### src/rtl/reg_writeback_arbiter_pkg.sv
// Shared types and constants for the register-file write-side arbiter.
// Covers the entry format, the source-select encoding and the scoreboard decode helper.
package reg_writeback_arbiter_pkg;

    localparam int XLEN       = 32;
    localparam int REG_ADDR_W = 5;
    localparam int NUM_REGS   = 32;
    localparam int DEPTH      = 2;

    typedef enum logic [1:0] {
        SRC_NONE = 2'd0,
        SRC_PIPE = 2'd1,
        SRC_LONG = 2'd2
    } src_sel_e;

    typedef enum logic [1:0] {
        FIFO_EMPTY = 2'd0,
        FIFO_ONE   = 2'd1,
        FIFO_FULL  = 2'd2
    } fifo_state_e;

    typedef struct packed {
        logic [REG_ADDR_W-1:0] rd;
        logic [XLEN-1:0]       data;
    } wb_entry_t;

    function automatic logic [NUM_REGS-1:0] rd_onehot(input logic [REG_ADDR_W-1:0] rd);
        logic [NUM_REGS-1:0] vec;
        vec     = {NUM_REGS{1'b0}};
        vec[rd] = 1'b1;
        return vec;
    endfunction

endpackage

### src/rtl/reg_writeback_arbiter_fifo.sv
// Two-entry buffer for long-latency results waiting for the register-file port.
// The occupancy state doubles as the entry count.
module wb_fifo2
    import reg_writeback_arbiter_pkg::*;
(
    input  logic       clk,
    input  logic       rst,
    input  logic       push,
    input  wb_entry_t  push_entry,
    input  logic       pop,
    output wb_entry_t  head_entry,
    output logic [1:0] count,
    output logic       full,
    output logic       empty
);

    fifo_state_e state_q, state_d;
    wb_entry_t   mem_q [DEPTH];
    wb_entry_t   mem_d [DEPTH];
    logic        wr_ptr_q, wr_ptr_d;
    logic        rd_ptr_q, rd_ptr_d;
    logic        push_ok_s;
    logic        pop_ok_s;

    // Occupancy, pointer and storage next-state
    always_comb begin
        state_d   = state_q;
        mem_d     = mem_q;
        push_ok_s = push && (state_q != FIFO_FULL);
        pop_ok_s  = pop && (state_q != FIFO_EMPTY);
        wr_ptr_d  = wr_ptr_q ^ push_ok_s;
        rd_ptr_d  = rd_ptr_q ^ pop_ok_s;
        if (push_ok_s) begin
            mem_d[wr_ptr_q] = push_entry;
        end else begin
            mem_d = mem_q;
        end
        case (state_q)
            FIFO_EMPTY: begin
                if (push_ok_s) state_d = FIFO_ONE;
                else           state_d = FIFO_EMPTY;
            end
            FIFO_ONE: begin
                if (push_ok_s && !pop_ok_s)      state_d = FIFO_FULL;
                else if (pop_ok_s && !push_ok_s) state_d = FIFO_EMPTY;
                else                             state_d = FIFO_ONE;
            end
            FIFO_FULL: begin
                if (pop_ok_s) state_d = FIFO_ONE;
                else          state_d = FIFO_FULL;
            end
            default: state_d = FIFO_EMPTY;
        endcase
    end

    // State registers; reset drops any buffered entries
    always_ff @(posedge clk or posedge rst) begin
        if (rst) begin
            state_q  <= FIFO_EMPTY;
            wr_ptr_q <= 1'b0;
            rd_ptr_q <= 1'b0;
            for (int i = 0; i < DEPTH; i++) begin
                mem_q[i] <= '0;
            end
        end else begin
            state_q  <= state_d;
            wr_ptr_q <= wr_ptr_d;
            rd_ptr_q <= rd_ptr_d;
            mem_q    <= mem_d;
        end
    end

    assign head_entry = mem_q[rd_ptr_q];
    assign count      = state_q;
    assign full       = (state_q == FIFO_FULL);
    assign empty      = (state_q == FIFO_EMPTY);

endmodule

### src/rtl/reg_writeback_arbiter.sv
// Merges pipeline writebacks and mul/div results onto the single register-file write port.
// Also keeps the pending-destination scoreboard that decode consults for RAW stalls.
module reg_writeback_arbiter
    import reg_writeback_arbiter_pkg::*;
(
    input  logic                  CLK,
    input  logic                  RESET,
    input  logic                  PIPE_WEN,
    input  logic [REG_ADDR_W-1:0] PIPE_RD,
    input  logic [XLEN-1:0]       PIPE_DATA,
    input  logic                  LONG_ISSUE,
    input  logic [REG_ADDR_W-1:0] LONG_ISSUE_RD,
    input  logic                  LONG_VALID,
    input  logic [REG_ADDR_W-1:0] LONG_RD,
    input  logic [XLEN-1:0]       LONG_DATA,
    output logic                  LONG_READY,
    output logic [XLEN-1:0]       RF_IN,
    output logic [REG_ADDR_W-1:0] RF_INADDRESS,
    output logic                  RF_WRITE,
    input  logic [REG_ADDR_W-1:0] CHK1ADDR,
    input  logic [REG_ADDR_W-1:0] CHK2ADDR,
    output logic                  CHK1_PENDING,
    output logic                  CHK2_PENDING,
    output logic                  BUSY
);

    src_sel_e              sel_s;
    wb_entry_t             long_entry_s, head_entry_s, win_entry_s;
    logic                  pipe_eff_s, long_wr_s, push_s, pop_s;
    logic [1:0]            fifo_count_s;
    logic                  fifo_full_s, fifo_empty_s;
    logic                  ready_en_q, ready_en_d;
    logic                  rf_write_q, rf_write_d;
    logic [REG_ADDR_W-1:0] rf_addr_q, rf_addr_d;
    logic [XLEN-1:0]       rf_data_q, rf_data_d;
    logic                  out_long_q, out_long_d;
    logic [NUM_REGS-1:0]   pending_q, pending_d;
    logic [NUM_REGS-1:0]   set_vec_s, clr_vec_s;

    assign long_entry_s.rd   = LONG_RD;
    assign long_entry_s.data = LONG_DATA;

    wb_fifo2 u_fifo (
        .clk        (CLK),
        .rst        (RESET),
        .push       (push_s),
        .push_entry (long_entry_s),
        .pop        (pop_s),
        .head_entry (head_entry_s),
        .count      (fifo_count_s),
        .full       (fifo_full_s),
        .empty      (fifo_empty_s)
    );

    // Port arbitration: pipe first, then FIFO head, then bypass of a fresh long result
    always_comb begin
        pipe_eff_s  = PIPE_WEN && (PIPE_RD != 5'd0);
        long_wr_s   = LONG_VALID && LONG_READY && (LONG_RD != 5'd0);
        push_s      = 1'b0;
        pop_s       = 1'b0;
        sel_s       = SRC_NONE;
        win_entry_s = long_entry_s;
        if (pipe_eff_s) begin
            sel_s              = SRC_PIPE;
            win_entry_s.rd     = PIPE_RD;
            win_entry_s.data   = PIPE_DATA;
            push_s             = long_wr_s;
        end else if (!fifo_empty_s) begin
            sel_s       = SRC_LONG;
            win_entry_s = head_entry_s;
            pop_s       = 1'b1;
            push_s      = long_wr_s;
        end else if (long_wr_s) begin
            sel_s       = SRC_LONG;
            win_entry_s = long_entry_s;
        end else begin
            sel_s       = SRC_NONE;
        end
    end

    // Output register and scoreboard next-state; an issue beats a same-cycle completion
    always_comb begin
        ready_en_d = 1'b1;
        rf_write_d = (sel_s != SRC_NONE);
        out_long_d = (sel_s == SRC_LONG);
        rf_addr_d  = rf_addr_q;
        rf_data_d  = rf_data_q;
        if (sel_s != SRC_NONE) begin
            rf_addr_d = win_entry_s.rd;
            rf_data_d = win_entry_s.data;
        end else begin
            rf_addr_d = rf_addr_q;
            rf_data_d = rf_data_q;
        end
        if (sel_s == SRC_LONG) clr_vec_s = rd_onehot(win_entry_s.rd);
        else                   clr_vec_s = {NUM_REGS{1'b0}};
        if (LONG_ISSUE && (LONG_ISSUE_RD != 5'd0)) set_vec_s = rd_onehot(LONG_ISSUE_RD);
        else                                       set_vec_s = {NUM_REGS{1'b0}};
        pending_d = (pending_q & ~clr_vec_s) | set_vec_s;
    end

    // Registered RF port, scoreboard and post-reset ready enable
    always_ff @(posedge CLK or posedge RESET) begin
        if (RESET) begin
            ready_en_q <= 1'b0;
            rf_write_q <= 1'b0;
            rf_addr_q  <= 5'd0;
            rf_data_q  <= 32'd0;
            out_long_q <= 1'b0;
            pending_q  <= {NUM_REGS{1'b0}};
        end else begin
            ready_en_q <= ready_en_d;
            rf_write_q <= rf_write_d;
            rf_addr_q  <= rf_addr_d;
            rf_data_q  <= rf_data_d;
            out_long_q <= out_long_d;
            pending_q  <= pending_d;
        end
    end

    assign LONG_READY   = ready_en_q && !fifo_full_s;
    assign RF_WRITE     = rf_write_q;
    assign RF_INADDRESS = rf_addr_q;
    assign RF_IN        = rf_data_q;
    assign BUSY         = (fifo_count_s != 2'd0) || out_long_q;
    assign CHK1_PENDING = (CHK1ADDR != 5'd0) && pending_q[CHK1ADDR];
    assign CHK2_PENDING = (CHK2ADDR != 5'd0) && pending_q[CHK2ADDR];

endmodule

### config.mk
export PLATFORM = sky130hd
export DESIGN_NAME = reg_writeback_arbiter
export DESIGN_NICKNAME = d
export VERILOG_FILES = /design/src/rtl/reg_writeback_arbiter_pkg.sv /design/src/rtl/reg_writeback_arbiter_fifo.sv /design/src/rtl/reg_writeback_arbiter.sv
export SDC_FILE = /design/constraint.sdc
export NUM_CORES = 1
export LEC_CHECK = 0
export CORE_AREA = 2 2 133 135
export CTS_BUF_LIST = sky130_fd_sc_hd__clkbuf_8
export CTS_CLUSTER_DIAMETER = 100
export DETAILED_ROUTE_END_ITERATION = 10
export DIE_AREA = 0 0 135 137
export PLACE_DENSITY = 0.66
export SYNTH_ARGS = -nofsm -noshare
export SYNTH_HDL_FRONTEND = slang
export SYNTH_SLANG_ARGS = --single-unit
### constraint.sdc
create_clock -name CLK -period 7.1 [get_ports CLK]
set_input_delay 1.42 -clock CLK [delete_from_list [all_inputs] [get_ports CLK]]
set_output_delay 1.42 -clock CLK [all_outputs]
set_load 0.03 [all_outputs]
==> summary.json, run 1 <==
{
  "synth.avg_cell_area_um2": 11.2,
  "synth_enable_flop_cells": 0,
  "cellLeakagePower_nw": 3.79,
  "report.final.hold_viol_count": 0,
  "worst_path_max_delay_cell": "sky130_fd_sc_hd__clkdlybuf4s50_1",
  "drc": 0,
  "synth_commonest_cells": "sky130_fd_sc_hd__dfrtp_1 (149), sky130_fd_sc_hd__nand2_1 (94), sky130_fd_sc_hd__mux2_2 (78)",
  "fin_tns_setup_ps": 0,
  "layout_worst_path_cycle_share_pct": 78.2,
  "yosysSeqAreaShare_pct": 49.8,
  "via_count_of_the_first_global_routing_pass": 6082,
  "gpl.final_weighted_congestion": 0.880,
  "grt_overflow": 0,
  "switching_power_mw": 1.41,
  "floorplan.rows": 48,
  "postCtsSetupRepairBufs": 0,
  "postLayoutCellArea_mm2": 0.00939,
  "comb_power_share_pct": 42.9,
  "die_area_mm2": 0.0185,
  "detailroute.via_count": 5853,
  "peakVddDrop_uv": 214,
  "setup_viol": 0,
  "cts_inserted_buffers": 17,
  "clock_latency_ps": 440,
  "cts-root-to-sink-buffers": 2,
  "vertical_die_dimension_um": 137,
  "combined_area_of_all_synthesized_cells_mm2": 0.00749,
  "cts_sinks": 149,
  "powerDensity_mw_per_mm2": 399,
  "ys_types": 49,
  "detail_route.vias_per_cell": 5.72,
  "h-tree-depth": 4,
  "worstPathMaxFanout": 9,
  "slowest_delay_ps": 790,
  "asyncSetResetFlopFracSynth_pct": 100,
  "whs_ps": 483,
  "path_class": "in -> out",
  "rsz_0062_raised_after_global_routing": "no",
  "yosys.cell_count.top_type": "sky130_fd_sc_hd__dfrtp_1",
  "fmaxAchievable_mhz": 180,
  "fin_worst_skew_ps": 10.2,
  "grt_use_total_pct": 22.4,
  "place.detailed.hpwl_mm": 13.5,
  "finalMaxSlewViolations": 0,
  "ios": 136,
  "nNetsFinal": 883,
  "synth_top_cell_area_share_pct": 49.8,
  "placed_area_mm2": 0.00901,
  "timing.critical_path.from_type": "primary input",
  "hold_class": "reg -> reg",
  "cts_root_buffer": "sky130_fd_sc_hd__clkbuf_8",
  "synth.net_count": 766,
  "cp_cell_sequence": "clkdlybuf4s50_1, mux4_2, mux4_2, mux2_2, clkdlybuf4s50_1",
  "maxCapViolCount": 0,
  "cts_tree": "done",
  "worst_setup_hold_path_clk_slew_ps": 80,
  "critPathCaptureType": "primary output",
  "layout-area-overhead-vs-synth_pct": 25.3,
  "worst_slew_margin_rel_pct": 32.4,
  "timing.critical_path.max_delay_family": "buffers and inverters",
  "post_synth_main_area_contributors": "sky130_fd_sc_hd__dfrtp_1 (50%), sky130_fd_sc_hd__mux2_2 (12%), sky130_fd_sc_hd__mux4_2 (5.4%)",
  "design.core.area_mm2": 0.0171,
  "worst-slew-pin-transition_ps": 1010,
  "register_bit_count_reported_by_yosys": 149,
  "synthesis.yosys.warnings": 0,
  "post_drt_wl_per_cell_um": 19.4,
  "port_buffers": 135,
  "cp_num_buf_inv": 2,
  "fp.dieW_um": 135,
  "power_report.internal_total_mw": 2.33,
  "antenna_found_initial": 0,
  "cts_hold_buffers_added": 0,
  "grt_start_max_net_pins": 97,
  "cts_repair_resizes": 0,
  "pwr-share-seq_pct": 40.1,
  "syn-instance-count": 669,
  "switching_share_pct": 37.8,
  "synthDominantAreaCellType": "sky130_fd_sc_hd__dfrtp_1",
  "first_pass_iters": 5,
  "outcome": "finished, final reports clean",
  "timing.critical_path.required_ps": 5680,
  "period_minus_slack_ps": 5550,
  "arr_time_crit_path_ps": 4130,
  "drt_first_iter_violations": 358,
  "wire_length_of_the_first_global_routing_pass_mm": 32.1,
  "synthFlopType": "sky130_fd_sc_hd__dfrtp_1",
  "antenna_cells_inserted": 0,
  "floorplan.initialDensity_pct": 43.9,
  "power_frac_clock_pct": 16.9,
  "drt.antenna.violating_nets": 0,
  "drt-total-wl_mm": 19.8,
  "drive_above_1_share_pct": 17.8
}
-- kinds of logic (layout without fill, tap and decap cells) --
family / count (synthesis) / count (layout) / synth area share [%]
AO/OA/AOI/OAI: 169 / 169 / 15.1
AND/OR/NAND/NOR: 163 / 163 / 9.55
flip-flops: 149 / 149 / 49.8
multiplexers: 135 / 135 / 22.3
buffers and inverters: 48 / 177 / 2.59
adder cells (fa/ha/maj): 3 / 3 / 0.501
other: 1 / 1 / 0.0501
XOR/XNOR: 1 / 1 / 0.117
-- layout make-up --
| type | count | area, um^2 |
|---|---|---|
| Clock inverter | 14 | 139 |
| Sequential cell | 149 | 3730 |
| Tap cell | 225 | 282 |
| Inverter | 5 | 23.8 |
| Multi-Input combinational cell | 472 | 3580 |
| Fill cell | 1476 | 7670 |
| Clock buffer | 17 | 234 |
| Timing Repair Buffer | 141 | 1400 |
-- cell usage in the layout, fill, tap and decap left out, types with 17 or more instances in the layout --
cell / n
sky130_fd_sc_hd__o21ai_0: 42
sky130_fd_sc_hd__mux4_2: 18
sky130_fd_sc_hd__mux2i_1: 39
sky130_fd_sc_hd__a21oi_1: 32
sky130_fd_sc_hd__clkbuf_8: 17
sky130_fd_sc_hd__nor2_1: 30
sky130_fd_sc_hd__a211oi_1: 18
sky130_fd_sc_hd__dfrtp_1: 148
sky130_fd_sc_hd__mux2_2: 78
sky130_fd_sc_hd__clkdlybuf4s50_1: 135
sky130_fd_sc_hd__nand2_1: 94
-- registers in the layout, indices dropped and copies added, names as in the netlist --
name and cells:
u_fifo.wr_ptr_q 1, RF_WRITE 1, out_long_q 1, RF_IN 32
u_fifo.count 2, ready_en_q 1, u_fifo.mem_q 74, RF_INADDRESS 5
u_fifo.rd_ptr_q 1, pending_q 31
-- worst min-delay path: cells and delay by family, from the launching register on --
kind / cells / cell delay (ps)
flops: 1 / 350
compound gates: 1 / 60
simple gates: 1 / 40
-- layer usage --
layer	vias to the layer above	wire (um)	global-route usage (%)
met5	-	0	0
met4	0	430	8.80
met3	33	1330	6.04
met2	194	9700	36.5
met1	2913	8370	28.6
li1	2713	-	-
-- through the flow --
step | util, % | worst slack [ps] | cells | power, mW
floorplan | - | 1670 | 669 | 2.57
global placement | 52.8 | 1570 | 992 | 3.06
detailed placement | 52.8 | 1510 | 992 | 3.13
CTS | 55.0 | 1510 | 1023 | 3.78
global route | 55.0 | 1440 | 1023 | 3.99
finish | 55.0 | 1550 | 1023 | 3.75
-- final timing paths --
path                       cells past startpoint                            to  slack [ps]                 startpoint
min in group asynchronous                      2     u_fifo.rd_ptr_q$_DFF_PP0_        1500                      RESET
setup reg to reg                               6        pending_q[5]$_DFF_PP0_        4290  u_fifo.count[1]$_DFF_PP0_
hold reg to reg                                2          RF_IN[8]$_DFFE_PP0P_         480       RF_IN[8]$_DFFE_PP0P_
hold / removal                                 2          RF_IN[8]$_DFFE_PP0P_         480       RF_IN[8]$_DFFE_PP0P_
setup / recovery                               5                  CHK2_PENDING        1550                CHK2ADDR[0]
max in group asynchronous                      3  u_fifo.mem_q[24]$_DFFE_PP0P_        4320                      RESET
-- power groups by stage --
| stage | registers, mW | logic, mW | clock network [mW] |
|---|---|---|---|
| 5_1_grt | 1.55 | 1.75 | 0.691 |
| 4_1_cts | 1.50 | 1.62 | 0.656 |
| 3_5_place_dp | 1.51 | 1.62 | 0 |
| 2_1_floorplan | 1.62 | 0.951 | 0 |
| 6_report | 1.50 | 1.61 | 0.634 |
| 3_3_place_gp | 1.49 | 1.57 | 0 |
Power figures use the tool's default switching activity.
==> run 2: changes to the inputs <==
==> constraint.sdc (replaced) <==
create_clock -name CLK -period 5.24 [get_ports CLK]
set_input_delay 1.048 -clock CLK [delete_from_list [all_inputs] [get_ports CLK]]
set_output_delay 1.048 -clock CLK [all_outputs]
set_load 0.03 [all_outputs]
==> run 2 against run 1 <==
Combinational power rose by 36%. Critical path depth did not move. Hold slack better by 8.2 ps. Register-to-register slack lost 1800 ps. Setup slack lost 1100 ps.
==> summary.json, run 2 (same netlist as run 1, synthesis figures left out) <==
{
  "cts_root_buffer": {"value": "sky130_fd_sc_hd__clkbuf_8", "change": "unchanged"},
  "largest_register_ff_count": {"value": 74, "change": "unchanged"},
  "place.detailed.hpwl": {"value": 13.9, "unit": "mm", "change": "was 13.5 mm"},
  "design.core.area": {"value": 0.0171, "unit": "mm^2", "change": "unchanged"},
  "clock_latency": {"value": 470, "unit": "ps", "change": "was 440 ps"},
  "outcome": {"value": "finished, final reports clean", "change": "unchanged"},
  "post_drt_wl_per_cell": {"value": 19.6, "unit": "um", "change": "was 19.4 um"},
  "gpl.final_weighted_congestion": {"value": 0.900, "change": "was 0.880"},
  "fin_worst_skew": {"value": 18.3, "unit": "ps", "change": "was 10.2 ps"},
  "die_area": {"value": 0.0185, "unit": "mm^2", "change": "unchanged"},
  "timing.critical_path.max_delay_family": {"value": "buffers and inverters", "change": "unchanged"},
  "arr_time_crit_path": {"value": 3780, "unit": "ps", "change": "was 4130 ps"},
  "cts-root-to-sink-buffers": {"value": 2, "change": "unchanged"},
  "floorplan.rows": {"value": 48, "change": "unchanged"},
  "final.fill_count": {"value": 1480, "change": "was 1476"},
  "layout-area-overhead-vs-synth": {"value": 25.9, "unit": "%", "change": "was 25.3%"},
  "layout_worst_path_cycle_share_pct": 92.1,
  "fin_tns_setup": {"value": 0, "unit": "ps", "change": "unchanged"},
  "powerDensity": {"value": 542, "unit": "mW/mm^2", "change": "was 399 mW/mm^2"},
  "postCtsSetupRepairBufs": {"value": 0, "change": "unchanged"},
  "post_place_setup_slack": {"value": 395, "unit": "ps", "change": "was 1510 ps"},
  "ios": {"value": 136, "change": "unchanged"},
  "final_core_utilization": {"value": 55.3, "unit": "%", "change": "was 55.0%"},
  "timing.critical_path.required": {"value": 4190, "unit": "ps", "change": "was 5680 ps"},
  "drt_first_iter_violations": {"value": 310, "change": "was 358"},
  "h-tree-depth": {"value": 4, "change": "unchanged"},
  "reg2reg_from": {"value": "u_fifo.count[1]$_DFF_PP0_", "change": "unchanged"},
  "postLayoutSetupSlackWorst": {"value": 412, "unit": "ps", "change": "was 1550 ps"},
  "period_minus_slack_ps": 4830,
  "drt-total-wl": {"value": 20.1, "unit": "mm", "change": "was 19.8 mm"},
  "fmaxAchievable_mhz": 207,
  "cellLeakagePower": {"value": 3.81, "unit": "nW", "change": "was 3.79 nW"},
  "whs_endpoint": {"value": "RF_IN[13]$_DFFE_PP0P_", "change": "was RF_IN[8]$_DFFE_PP0P_"},
  "peakVddDrop": {"value": 267, "unit": "uV", "change": "was 214 uV"},
  "critPathCaptureType": {"value": "primary output", "change": "unchanged"},
  "worstSetupPathDepth": {"value": 5, "change": "unchanged"},
  "finalMaxSlewViolations": {"value": 0, "change": "unchanged"},
  "cts_inserted_buffers": {"value": 17, "change": "unchanged"},
  "slowest_delay": {"value": 810, "unit": "ps", "change": "was 790 ps"},
  "regToRegSetupSlack": {"value": 2460, "unit": "ps", "change": "was 4290 ps"},
  "vertical_die_dimension": {"value": 137, "unit": "um", "change": "unchanged"},
  "layout_commonest_cell": {"value": "sky130_fd_sc_hd__dfrtp_1", "change": "unchanged"},
  "cts_tree": {"value": "done", "change": "unchanged"},
  "largest-register": {"value": "u_fifo.mem_q", "change": "unchanged"},
  "antenna_cells_inserted": {"value": 0, "change": "unchanged"},
  "grt_overflow": {"value": 0, "change": "unchanged"},
  "layout.cells.most_common_list": {"value": "sky130_fd_sc_hd__dfrtp_1 (148), sky130_fd_sc_hd__clkdlybuf4s50_1 (135), sky130_fd_sc_hd__nand2_1 (94), sky130_fd_sc_hd__mux2_2 (78), sky130_fd_sc_hd__o21ai_0 (42)", "change": "unchanged"},
  "drive_above_1_share": {"value": 18.6, "unit": "%", "change": "was 17.8%"},
  "setup_viol": {"value": 0, "change": "unchanged"},
  "reg2regPathDepth": {"value": 6, "change": "unchanged"},
  "worstHoldPathCells": {"value": 2, "change": "unchanged"},
  "worst-slew-pin-transition": {"value": 899, "unit": "ps", "change": "was 1010 ps"},
  "critical_path.reg2reg.endpoint": {"value": "pending_q[5]$_DFF_PP0_", "change": "unchanged"},
  "cts_hold_buffers_added": {"value": 0, "change": "unchanged"},
  "drt.antenna.violating_nets": {"value": 0, "change": "unchanged"},
  "fp.dieW": {"value": 135, "unit": "um", "change": "unchanged"},
  "worst_path_max_delay_cell": {"value": "sky130_fd_sc_hd__clkdlybuf4s50_1", "change": "unchanged"},
  "hold_path.startpoint": {"value": "RF_IN[13]$_DFFE_PP0P_", "change": "was RF_IN[8]$_DFFE_PP0P_"},
  "cp_cell_sequence": {"value": "clkdlybuf4s50_1, mux4_2, mux4_2, mux2_2, clkdlybuf4s50_1", "change": "unchanged"},
  "antenna_found_initial": {"value": 1, "change": "was 0"},
  "nNetsFinal": {"value": 886, "change": "was 883"},
  "worst_slew_margin_rel": {"value": 40.0, "unit": "%", "change": "was 32.4%"},
  "wire_length_of_the_first_global_routing_pass": {"value": 31.9, "unit": "mm", "change": "was 32.1 mm"},
  "worst_setup_hold_path_clk_slew": {"value": 110, "unit": "ps", "change": "was 80 ps"},
  "path_class": {"value": "in -> out", "change": "unchanged"},
  "rsz_0062_raised_after_global_routing": {"value": "no", "change": "unchanged"},
  "grt_start_max_net_pins": {"value": 98, "change": "was 97"},
  "maxCapViolCount": {"value": 0, "change": "unchanged"},
  "grt_use_total": {"value": 22.2, "unit": "%", "change": "was 22.4%"},
  "report.final.hold_viol_count": {"value": 0, "change": "unchanged"},
  "timing.critical_path.from_type": {"value": "primary input", "change": "unchanged"},
  "drc": {"value": 0, "change": "unchanged"},
  "via_count_of_the_first_global_routing_pass": {"value": 5994, "change": "was 6082"},
  "detail_route.vias_per_cell": {"value": 5.81, "change": "was 5.72"},
  "worstPathMaxFanout": {"value": 9, "change": "unchanged"},
  "floorplan.initialDensity": {"value": 43.9, "unit": "%", "change": "unchanged"},
  "cts_repair_resizes": {"value": 0, "change": "unchanged"},
  "port_buffers": {"value": 135, "change": "unchanged"},
  "detailroute.via_count": {"value": 5967, "change": "was 5853"},
  "first_pass_iters": {"value": 5, "change": "unchanged"},
  "hold_class": {"value": "reg -> reg", "change": "unchanged"},
  "cts_sinks": {"value": 149, "change": "unchanged"},
  "cp_num_buf_inv": {"value": 2, "change": "unchanged"}
}
==> run 2: routing by layer <==
layer | track usage [%] | part of all wire (%) | wire (um)
met2 | 35.6 | 49 | 9780
met1 | 28.6 | 42 | 8480
met5 | 0 | 0.050 | 10
met3 | 6.56 | 6.9 | 1390
met4 | 8.39 | 2.2 | 435
==> run 2: per-stage QoR <==
| stage | area (um^2) | hold WS (ps) | instances | total power, mW |
|---|---|---|---|---|
| floorplan | 7490 | 473 | 669 | 3.48 |
| global placement | 9030 | 465 | 995 | 4.15 |
| detailed placement | 9030 | 471 | 995 | 4.26 |
| CTS | 9430 | 491 | 1027 | 5.14 |
| global route | 9430 | 522 | 1027 | 5.43 |
| finish | 9430 | 491 | 1027 | 5.11 |
==> run 2: final cells by class <==
| type | instances | area [um^2] | share of cell area (%) |
|---|---|---|---|
| clock buffers | 17 | 234 | 2.48 |
| clock inverters | 15 | 159 | 1.69 |
| inverters | 5 | 23.8 | 0.252 |
| multi-input cells | 472 | 3580 | 38.0 |
| flip-flops and latches | 149 | 3730 | 39.6 |
| well taps | 225 | 282 | 2.99 |
| repair buffers | 144 | 1420 | 15.0 |
==> run 2: how the worst max path moves through the flow <==
stage | slack [ps] | to | start
finish | 410 | CHK1_PENDING | CHK1ADDR[0]
global route | 300 | CHK2_PENDING | CHK2ADDR[0]
CTS | 390 | CHK1_PENDING | CHK1ADDR[0]
detailed placement | 400 | CHK1_PENDING | CHK1ADDR[0]
global placement | 450 | CHK1_PENDING | CHK1ADDR[0]
floorplan | 180 | RF_INADDRESS[0]$_DFFE_PP0P_ | RESET
==> run 2: power by group <==
| group | leakage (nW) | internal, mW | switching, mW |
|---|---|---|---|
| Clock | 0.193 | 0.358 | 0.519 |
| Sequential | 1.77 | 1.69 | 0.360 |
| Combinational | 1.85 | 1.05 | 1.13 |
| Total | 3.81 | 3.10 | 2.01 |
==> run 2: tightest hold or removal path: stages, from the launching register on <==
cell and delay (ps):
sky130_fd_sc_hd__dfrtp_1 360, sky130_fd_sc_hd__nand2_1 40, sky130_fd_sc_hd__o21ai_0 60
